File: config.mk
export PLATFORM = sky130hd
export DESIGN_NAME = regfile_access_ctrl
export DESIGN_NICKNAME = d
export VERILOG_FILES = /design/src/rtl/regfile_access_ctrl.sv
export SDC_FILE = /design/constraint.sdc
export NUM_CORES = 1
export LEC_CHECK = 0
export ABC_AREA = 0
export CAP_MARGIN = 20
export CORE_ASPECT_RATIO = 1.1
export CORE_UTILIZATION = 40
export CTS_BUF_LIST = sky130_fd_sc_hd__clkbuf_2
export CTS_CLUSTER_DIAMETER = 80
export DETAILED_ROUTE_END_ITERATION = 10
export GPL_TIMING_DRIVEN = 0
export PLACE_DENSITY = 0.66
export RECOVER_POWER = 100
export SYNTH_ARGS = -nofsm -noshare
export SYNTH_HDL_FRONTEND = slang
export SYNTH_SLANG_ARGS = --single-unit
File: constraint.sdc
create_clock -name clk -period 3.8 [get_ports clk]
set_clock_uncertainty 0.2 [all_clocks]
set_input_delay 0.76 -clock clk [delete_from_list [all_inputs] [get_ports clk]]
set_output_delay 0.76 -clock clk [all_outputs]
set_load 0.1 [all_outputs]
File: src/rtl/regfile_access_ctrl.sv
// Host byte/halfword access controller for the 28x32 register file; sub-word writes run as read-modify-write.
// Optional out-of-range index rejection: define REGFILE_ACC_RANGE_CHK_EN.
module regfile_access_ctrl #(
    parameter int DATA_WIDTH = 32,
    parameter int ADDR_WIDTH = 8,
    parameter int REG_COUNT  = 28,
    localparam int IDX_W     = $clog2(REG_COUNT)
) (
    input  logic                  clk,
    input  logic                  rst_n,
    input  logic                  req_valid,
    output logic                  req_ready,
    input  logic                  req_wr,
    input  logic [ADDR_WIDTH-1:0] req_addr,
    input  logic [15:0]           req_wdata,
    output logic                  rsp_valid,
    input  logic                  rsp_ready,
    output logic [15:0]           rsp_rdata,
    output logic                  rsp_err,
    output logic                  rf_rw,
    output logic [IDX_W-1:0]      rf_addr,
    output logic [DATA_WIDTH-1:0] rf_wdata,
    input  logic [DATA_WIDTH-1:0] rf_rdata
);

    typedef enum logic [2:0] {IDLE, RD, CAP, WR, RESP} state_t;

    state_t                  r_state;
    state_t                  w_next;
    logic                    r_req_ready;
    logic                    r_rsp_valid;
    logic                    r_rf_rw;
    logic [IDX_W-1:0]        r_rf_addr;
    logic [15:0]             r_rdata;
    logic                    r_wr;
    logic [ADDR_WIDTH-1:0]   r_addr;
    logic [15:0]             r_wdata;
    logic [DATA_WIDTH-1:0]   r_word;
    logic                    w_accept;
    logic                    w_oor;
    logic [IDX_W-1:0]        w_idx;

    // Address fields: [7] halfword, [6:5] byte lane, [5] alone picks the half.
    function automatic logic [15:0] extract(input logic [DATA_WIDTH-1:0] word,
                                            input logic [ADDR_WIDTH-1:0] addr);
        logic [15:0] field;
        if (addr[7]) field = addr[5] ? word[31:16] : word[15:0];
        else         field = {8'h00, word[8*addr[6:5] +: 8]};
        return field;
    endfunction

    function automatic logic [DATA_WIDTH-1:0] merge(input logic [DATA_WIDTH-1:0] word,
                                                    input logic [ADDR_WIDTH-1:0] addr,
                                                    input logic [15:0]           wdata);
        logic [DATA_WIDTH-1:0] m;
        m = word;
        if (addr[7]) m[16*addr[5] +: 16] = wdata;
        else         m[8*addr[6:5] +: 8] = wdata[7:0];
        return m;
    endfunction

    assign w_accept = r_req_ready && req_valid;
    assign w_idx    = (r_state == IDLE) ? req_addr[IDX_W-1:0] : r_addr[IDX_W-1:0];

`ifdef REGFILE_ACC_RANGE_CHK_EN
    logic r_err;

    assign w_oor = int'(req_addr[IDX_W-1:0]) >= REG_COUNT;

    always_ff @(posedge clk) begin
        if (!rst_n)        r_err <= 1'b0;
        else if (w_accept) r_err <= w_oor;
    end

    assign rsp_err = r_err;
`else
    assign w_oor   = 1'b0;
    assign rsp_err = 1'b0;
`endif

    always_comb begin
        // NOTE: default assigned first so no path through the case can infer a latch.
        w_next = r_state;
        unique case (r_state)
            IDLE:    if (w_accept) w_next = w_oor ? RESP : RD;
            RD:      w_next = CAP;
            CAP:     w_next = r_wr ? WR : RESP;
            WR:      w_next = RESP;
            RESP:    if (rsp_ready) w_next = IDLE;
            default: w_next = IDLE;
        endcase
    end

    // Handshake and register-file controls are registered from the next state, so rf_rw cannot glitch low.
    always_ff @(posedge clk) begin
        if (!rst_n) begin
            r_state     <= IDLE;
            r_req_ready <= 1'b0;
            r_rsp_valid <= 1'b0;
            r_rf_rw     <= 1'b1;
            r_rf_addr   <= '0;
            r_rdata     <= '0;
        end else begin
            r_state     <= w_next;
            r_req_ready <= (w_next == IDLE);
            r_rsp_valid <= (w_next == RESP);
            r_rf_rw     <= (w_next != WR);
            r_rf_addr   <= (w_next == IDLE) ? '0 : w_idx;
            if (w_accept)                     r_rdata <= '0;
            else if (r_state == CAP && !r_wr) r_rdata <= extract(rf_rdata, r_addr);
        end
    end

    // NOTE: request and word registers are qualified by the FSM and need no reset.
    always_ff @(posedge clk) begin
        if (w_accept) begin
            r_wr    <= req_wr;
            r_addr  <= req_addr;
            r_wdata <= req_wdata;
        end
        if (r_state == CAP) r_word <= rf_rdata;
    end

    assign req_ready = r_req_ready;
    assign rsp_valid = r_rsp_valid;
    assign rsp_rdata = r_rdata;
    assign rf_rw     = r_rf_rw;
    assign rf_addr   = r_rf_addr;
    assign rf_wdata  = (r_state == WR) ? merge(r_word, r_addr, r_wdata) : '0;

endmodule

Word level (Yosys, flattened, before mapping)
Cells that the tools add are included.
Cells by class
  add/subtract/negate cells: 2
  equality and inequality tests: 6
  bitwise logic cells: 1
  shift-type cells: 5
  multiplexer cells: 11
  reductions and logical operators: 7
Operator list (number)
  $neg 5->34: 2
  $bwmux 32: 2
  $mux 32: 2
  $shift 16x34->32 const A: 1
  $shift 8x34->32 const A: 1
  $shiftx 16x34->32: 1
  $shiftx 8x34->32: 1
  $mux 16: 2
  $shiftx 32x6->8: 1
  $pmux 3 s5: 1
  $mux 3: 3
  $eq 3x2->1 const B: 2
  $eq 3x3->1 const B: 2
  $logic_not 3->1: 2
  $mux 5: 1
  $reduce_or 2->1: 2
  $eq 3x1->1 const B: 1
  $ne 3x2->1 const B: 1
  $logic_and 1x1->1: 2
  $logic_not 1->1: 1
  $not 1->1: 1
Storage, ports and cells
  input bits: 61
  word-level logic and storage cells: 42
  register bits: 84

Longest topological paths before layout
Gate-level depths: netlist of run 1.
  depth after elaboration: 5
  gate-level depth with buffers: 8
  gate-level depth less buffers: 5

Least setup slack after synthesis of run 1
No wires, ideal clock.
  path kind: flip-flop to output port
  start: reg r_addr[6]
  end: out rf_wdata[23]
  slack: -1.071 ns
  path buffers: 3
  cell stages (with the launch flop): 9
  data arrival time: 3.911 ns
  cells stage by stage: edfxtp_1 -> buf_2 -> buf_2 -> inv_1 -> ha_1 -> nor2b_1 -> buf_1 -> a311oi_1 -> a211oi_1
Between the ends
  cells in the longest elaborated chain, start to end: 5
RTL lines
  from (decl): line 36  | logic [ADDR_WIDTH-1:0] r_addr;
  from (signal assigned): line 118  | r_addr <= req_addr;
  $neg 5->34 (*): line 58  | else m[8*addr[6:5] +: 8] = wdata[7:0];
  $shiftx 8x34->32 or $shift 8x34->32 (tied branches): line 58
  $bwmux 32 (*): line 58
  $mux 32 (*): line 57  | if (addr[7]) m[16*addr[5] +: 16] = wdata;
  $mux 32 (*): line 129  | assign rf_wdata = (r_state == WR) ? merge(r_word, r_addr, r_wdata) : '0;
  to (decl): line 22  | output logic [DATA_WIDTH-1:0] rf_wdata,
Every way passes the cells marked *; elsewhere a longest branch is shown, timed or not.

Worst setup path in the final report of run 1
  start: reg r_addr[5]
  end: out rf_wdata[31]
Between the ends
  cells in the longest elaborated chain, start to end: 5
RTL lines (line)
  $neg 5->34, on equally long branches: 57, 58
  $shiftx 16x34->32 (tied with other cells): 57
  $bwmux 32, on equally long branches: 57, 58
  $mux 32 (*): 57
  $mux 32 (*): 129
Marked as above.

==> results.cfg, run 1 <==
[run_status]
outcome = finished clean

[final_layout]
filler_cell_count = 883
final_cell_count_no_fill = 691
multi_input_comb_area_um2 = 2634
final_net_count = 604
ff_latch_area_um2 = 2252
post_route_cells_drive_above_1_share_pct = 29.28
finish.utilization_pct = 62.34
area_delta_synth_final_pct = 50.52

[synth]
netlist_instances = 402
synth_seq_area_share_pct = 49.61
yosys.cell_types.count = 36
postSynthAreaPerCell_um2 = 11.29
post_synth_edffs = 57
netlist_area_um2 = 4539
synthesis.nets = 468
ys.flop_type = sky130_fd_sc_hd__edfxtp_1
synthesis_warning_total = 0
ys_async_sr_fraction_pct = 0
postSynthRegisterBits = 84

[setup_path]
cp-start-kind = flop
r2r_cells = 4
critPathCaptureType = output pin
cp.arrival_ns = 2.75
worst-r2r-setup-slack_ns = 1.33
worstPathMaxFanout = 10
worstReg2RegStart = r_state[0]
critical_path_required_ns = 2.84
worst_r2r_endpoint = r_word[31]
path_class = flop to output pin

[global_route]
grt_antenna_before_repair = 1
number_of_global_route_vias_before_repair = 3996
grt_max_degree = 20
globalRouteOverflowTotal = 0
grt_first_pass_wirelength_um = 21420
aggregate_global_route_resource_usage_pct = 23.85

[worst_hold_path]
timing.hold.worst.class = flop to flop
hold_path_startpoint = rsp_rdata[14]
hold_depth = 2
min_to = rsp_rdata[14]

[floorplanning]
core_area_um2 = 10960
rows = 40
floorplan.initialDensity_pct = 41.42
design.die.area_um2 = 11780
top_level_ports = 118
dieWidth_um = 103.6
die_h_um = 113.7

[sta]
hold_viol_final = 0
fin_ws_ns = 0.09121
fmax_mhz = 269.6
fin_tns_setup_ns = 0
fin_crit_sh_pct = 97.60
timing.final.setup_violations = 0
slew-limit-headroom_pct = 22.46
worst_pin_slew_ns = 1.162
drv_slew = 0
fin_crit_ns = 3.709
rsz0062_at_grt = true

[clocking]
worst_skew_pair_later_pin_latency_ns = 0.52
htree_num_levels = 3
tritoncts.num_buffers = 9
clock-root-buffer = sky130_fd_sc_hd__clkbuf_2
max-clock-path-buffers = 2
cts_tree = done
clk_slew_on_worst_s_h_paths_ns = 0.24
cts.sink_count = 84

[power]
vdd_ir_drop_max_v = 0.0002312
power_leakage_nw = 2.304
pwr_density_cell_nw_per_um2 = 280.1

[drt]
drt_wirelength_um = 14040
detailedRoute.firstPassIterationCount = 4
wire_per_inst_um = 20.32
route.detailed.drc = 0
drt_iter0_drc = 218
drtAntennaViolNets = 0
vias_per_cell = 5.518
via_count = 3813

[placed_design]
dp_hpwl_um = 10530
globalplace.congestion = 0.8804
place_ws_ns = -0.7582
place.port_buffers = 116
dp_cells = 673

[job]
drv_cap = 0
## sequential cells by signal (all words and copies together) (netlist names)
register   flops
r_addr         8
r_state        3
r_wdata       16
r_word        32
r_wr           1
req_ready      1
rf_addr        5
rf_rw          1
rsp_rdata     16
rsp_valid      1
## synthesized netlist by cell type (all sizes together) (5+ instances only)
library cell / count / area [um2]
dfxtp: 27 / 540.5
nor2: 9 / 48.80
a21oi: 23 / 115.1
edfxtp: 57 / 1712
buf: 25 / 146.4
nor3: 8 / 45.04
a211oi: 33 / 247.7
nand3: 16 / 80.08
o32a: 7 / 70.07
ha: 5 / 62.56
clkbuf: 11 / 41.29
nand2: 21 / 86.33
a311oi: 32 / 280.3
nor2b: 43 / 269.0
mux2: 17 / 191.4
mux2i: 45 / 450.4
## how the worst max path moves through the flow
stage	slack, ns	start	cells past startpoint	endpoint
CTS	-0.05	r_addr[5]	7	rf_wdata[13]
detailed placement	-0.76	r_addr[6]	8	rf_wdata[31]
global placement	-0.73	r_addr[6]	8	rf_wdata[28]
global route	-0.04	r_addr[6]	8	rf_wdata[19]
finish	0.09	r_addr[5]	6	rf_wdata[31]
floorplan	0.26	r_addr[6]	7	rf_wdata[0]
## report_power, final
part           internal [mW]  switching (mW)  leakage [nW]  total, mW
Combinational          0.160           0.265          1.49      0.425
Clock                  0.156           0.298        0.0742      0.453
Sequential              1.01          0.0212         0.740       1.04
Total                   1.33           0.584          2.30       1.91
## critical path, cell delays in order, from the launching register on
cell,delay [ns]
sky130_fd_sc_hd__edfxtp_1,0.47
sky130_fd_sc_hd__buf_6,0.17
sky130_fd_sc_hd__buf_4,0.19
sky130_fd_sc_hd__clkbuf_1,0.53
sky130_fd_sc_hd__mux2i_1,0.23
sky130_fd_sc_hd__a211oi_4,0.30
sky130_fd_sc_hd__buf_4,0.33
## cell usage in the layout, fill, tap and decap left out, drive strengths merged, types with 2 or more instances in the layout
cell type / n
buf: 62
dlygate4sd3: 60
edfxtp: 57
mux2i: 45
nor2b: 43
a211oi: 33
a311oi: 32
dfxtp: 27
clkbuf: 26
clkdlybuf4s50: 24
a21oi: 23
nand2: 21
mux2: 17
nand3: 16
nor2: 9
nor3: 8
o32a: 7
ha: 5
inv: 4
o21ai: 3
clkinvlp: 2
and3: 2
nand2b: 2
nand4: 2
a21boi: 2
and2: 2
nor3b: 2
clkinv: 2
## area by class of cell
type                            count  share of cell area [%]
Tap cell                          147                   2.692
Sequential cell                    84                   32.96
Clock buffer                       11                  0.8057
Clock inverter                      5                  0.7508
Timing Repair Buffer              127                   20.88
Buffer                             34                   3.003
Antenna cell                        1                 0.03662
Inverter                            4                  0.3296
Multi-Input combinational cell    278                   38.55
## metrics by stage
step                cell area, um2  power, mW  hold WS [ns]
floorplan                     4940      1.311        0.2605
global placement              6285      1.453        0.2421
detailed placement            6417      1.472        0.2449
CTS                           6623      1.934        0.2757
global route                  6833      1.992        0.2823
finish                        6833      1.914        0.2736
## layer usage
layer	part of all wire, %	vias up	track usage (%)
li1	-	1799	-
met1	40	1844	28.55
met2	51	148	41.21
met3	6.5	22	4.686
met4	2.6	0	11.88
met5	0	-	0
## kinds of logic after synthesis
kind of cell / synth area share [%]
buffers and inverters: 4.465
AOI/OAI and AO/OA: 16.81
other: 0.08261
and+or+nand+nor: 13.51
DFF: 49.61
muxes: 14.14
adders and majority gates: 1.378
## timing repair
action	in CTS	in global routing
hold buffers	0	0
buffers inserted	2	1
resized for setup	236	61
endpoints found under the setup margin	32	32
cloned	0	0
pin swaps	0	7
No activity file was read; power rests on OpenSTA's default activity.
==> run 2: changes to the inputs <==
--- a/config.mk
+++ b/config.mk
@@ -14,7 +14,7 @@
 export DETAILED_ROUTE_END_ITERATION = 10
 export GPL_TIMING_DRIVEN = 0
 export PLACE_DENSITY = 0.66
-export RECOVER_POWER = 100
+export RECOVER_POWER = 25
 export SYNTH_ARGS = -nofsm -noshare
 export SYNTH_HDL_FRONTEND = slang
 export SYNTH_SLANG_ARGS = --single-unit
==> results.cfg, run 2 (synthesis results as in run 1) <==
[final_layout]
largest_register_ff_count = 32
layout_common_cells = sky130_fd_sc_hd__edfxtp_1 (57), sky130_fd_sc_hd__dlygate4sd3_1 (46), sky130_fd_sc_hd__mux2i_1 (45)
area_delta_synth_final_pct = 51.76
most_common_cell_after_layout_fill_and_taps_aside = sky130_fd_sc_hd__edfxtp_1
post_route_cells_drive_above_1_share_pct = 31.49
final_net_count = 604
largest_register = r_word
finish.utilization_pct = 62.85

[drt]
drtAntennaViolNets = 0
via_count = 3805
route.detailed.drc = 0
wire_per_inst_um = 20.29
vias_per_cell = 5.507
drt_wirelength_um = 14020
detailedRoute.firstPassIterationCount = 4
drt_iter0_drc = 211

[setup_path]
crit_path_top_delay_cell = sky130_fd_sc_hd__edfxtp_1
critical_path.max_stage_delay_ns = 0.49
cp.arrival_ns = 2.74
critPathCaptureType = output pin
path_class = flop to output pin
critical_path_buf_inv_count = 4
critical_path.cell_chain = buf_12, clkinvlp_4, ha_4, nor2b_1, buf_6, a311oi_2, a211oi_4, buf_6
critPathTopFamily = buffers and inverters
crit_path_frequent_cell = sky130_fd_sc_hd__buf_6
critical_path_required_ns = 2.84
cp-start-kind = flop
worstPathMaxFanout = 19

[sta]
slew-limit-headroom_pct = 33.31
fin_crit_ns = 3.696
worst_pin_slew_ns = 0.9972
timing.final.setup_violations = 0
drv_slew = 0
fin_crit_sh_pct = 97.26
hold_viol_final = 0
whs_ns = 0.2734
fin_ws_ns = 0.1041
fin_tns_setup_ns = 0
rsz0062_at_grt = true
fmax_mhz = 270.6

[power]
pwr_density_cell_nw_per_um2 = 279.8
vdd_ir_drop_max_v = 0.0002349
power_mw = 1.927
power_leakage_nw = 2.324

[clocking]
cts.sink_count = 84
max-clock-path-buffers = 2
tritoncts.num_buffers = 9
cts_tree = done
clock-root-buffer = sky130_fd_sc_hd__clkbuf_2
clk_slew_on_worst_s_h_paths_ns = 0.24
htree_num_levels = 3
worst_skew_pair_later_pin_latency_ns = 0.54

[global_route]
grt_max_degree = 20
grt_first_pass_wirelength_um = 21420
number_of_global_route_vias_before_repair = 3996
globalRouteOverflowTotal = 0
grt_antenna_before_repair = 1
aggregate_global_route_resource_usage_pct = 23.85

[placed_design]
globalplace.congestion = 0.8804
place_ws_ns = -0.7582
place.port_buffers = 116
dp_hpwl_um = 10530

[floorplanning]
core_area_um2 = 10960
dieWidth_um = 103.6
floorplan.initialDensity_pct = 41.42
die_h_um = 113.7
top_level_ports = 118
rows = 40
design.die.area_um2 = 11780

[run_status]
outcome = finished clean

[worst_hold_path]
timing.hold.worst.class = flop to flop

[job]
drv_cap = 0
==> run 2: repair_timing <==
item	4_1_cts	5_1_grt
hold buffers	0	0
endpoints found under the setup margin	32	32
pin swaps	0	7
gates resized for setup	236	61
setup buffers	2	1
==> run 2: per-stage QoR <==
step	cell area, um2	cells
floorplan	4940	402
global placement	6285	665
detailed placement	6417	673
CTS	6623	689
global route	6889	691
finish	6889	691
==> run 2: where the power goes <==
group | total (mW) | switching, mW | internal (mW)
logic | 0.437 | 0.267 | 0.169
clock network | 0.455 | 0.299 | 0.156
registers | 1.04 | 0.0213 | 1.01
==> run 2: metal layers <==
metal	GRT usage (%)	part of all wire (%)	up-vias
li1	-	-	1799
met4	11.88	2.9	0
met5	0	0	-
met3	4.686	6.0	27
met2	41.21	51	133
met1	28.55	40	1846
==> run 2: worst register-to-register path: stages (launching register included) <==
cell	delay, ns
sky130_fd_sc_hd__dfxtp_1	0.43
sky130_fd_sc_hd__nor2_2	0.20
sky130_fd_sc_hd__and2_1	0.69
sky130_fd_sc_hd__buf_8	0.26
==> run 2: path summary, 6_finish.rpt <==
check                start             to  slack [ns]  depth (start not counted)
max reg2reg     r_state[2]     r_word[31]        1.74                          3
max              r_addr[6]   rf_wdata[19]        0.10                          8
min reg2reg  rsp_rdata[14]  rsp_rdata[14]        0.27                          2
min          rsp_rdata[14]  rsp_rdata[14]        0.27                          2
==> run 2: area by class of cell <==
cell class	count	area [um2]
Sequential cell	84	2252
Clock inverter	5	51.30
Antenna cell	1	2.502
Clock buffer	11	55.05
Timing Repair Buffer	127	1450
Tap cell	147	183.9
Multi-Input combinational cell	278	2656
Fill cell	871	4071
Buffer	34	215.2
Inverter	4	22.52
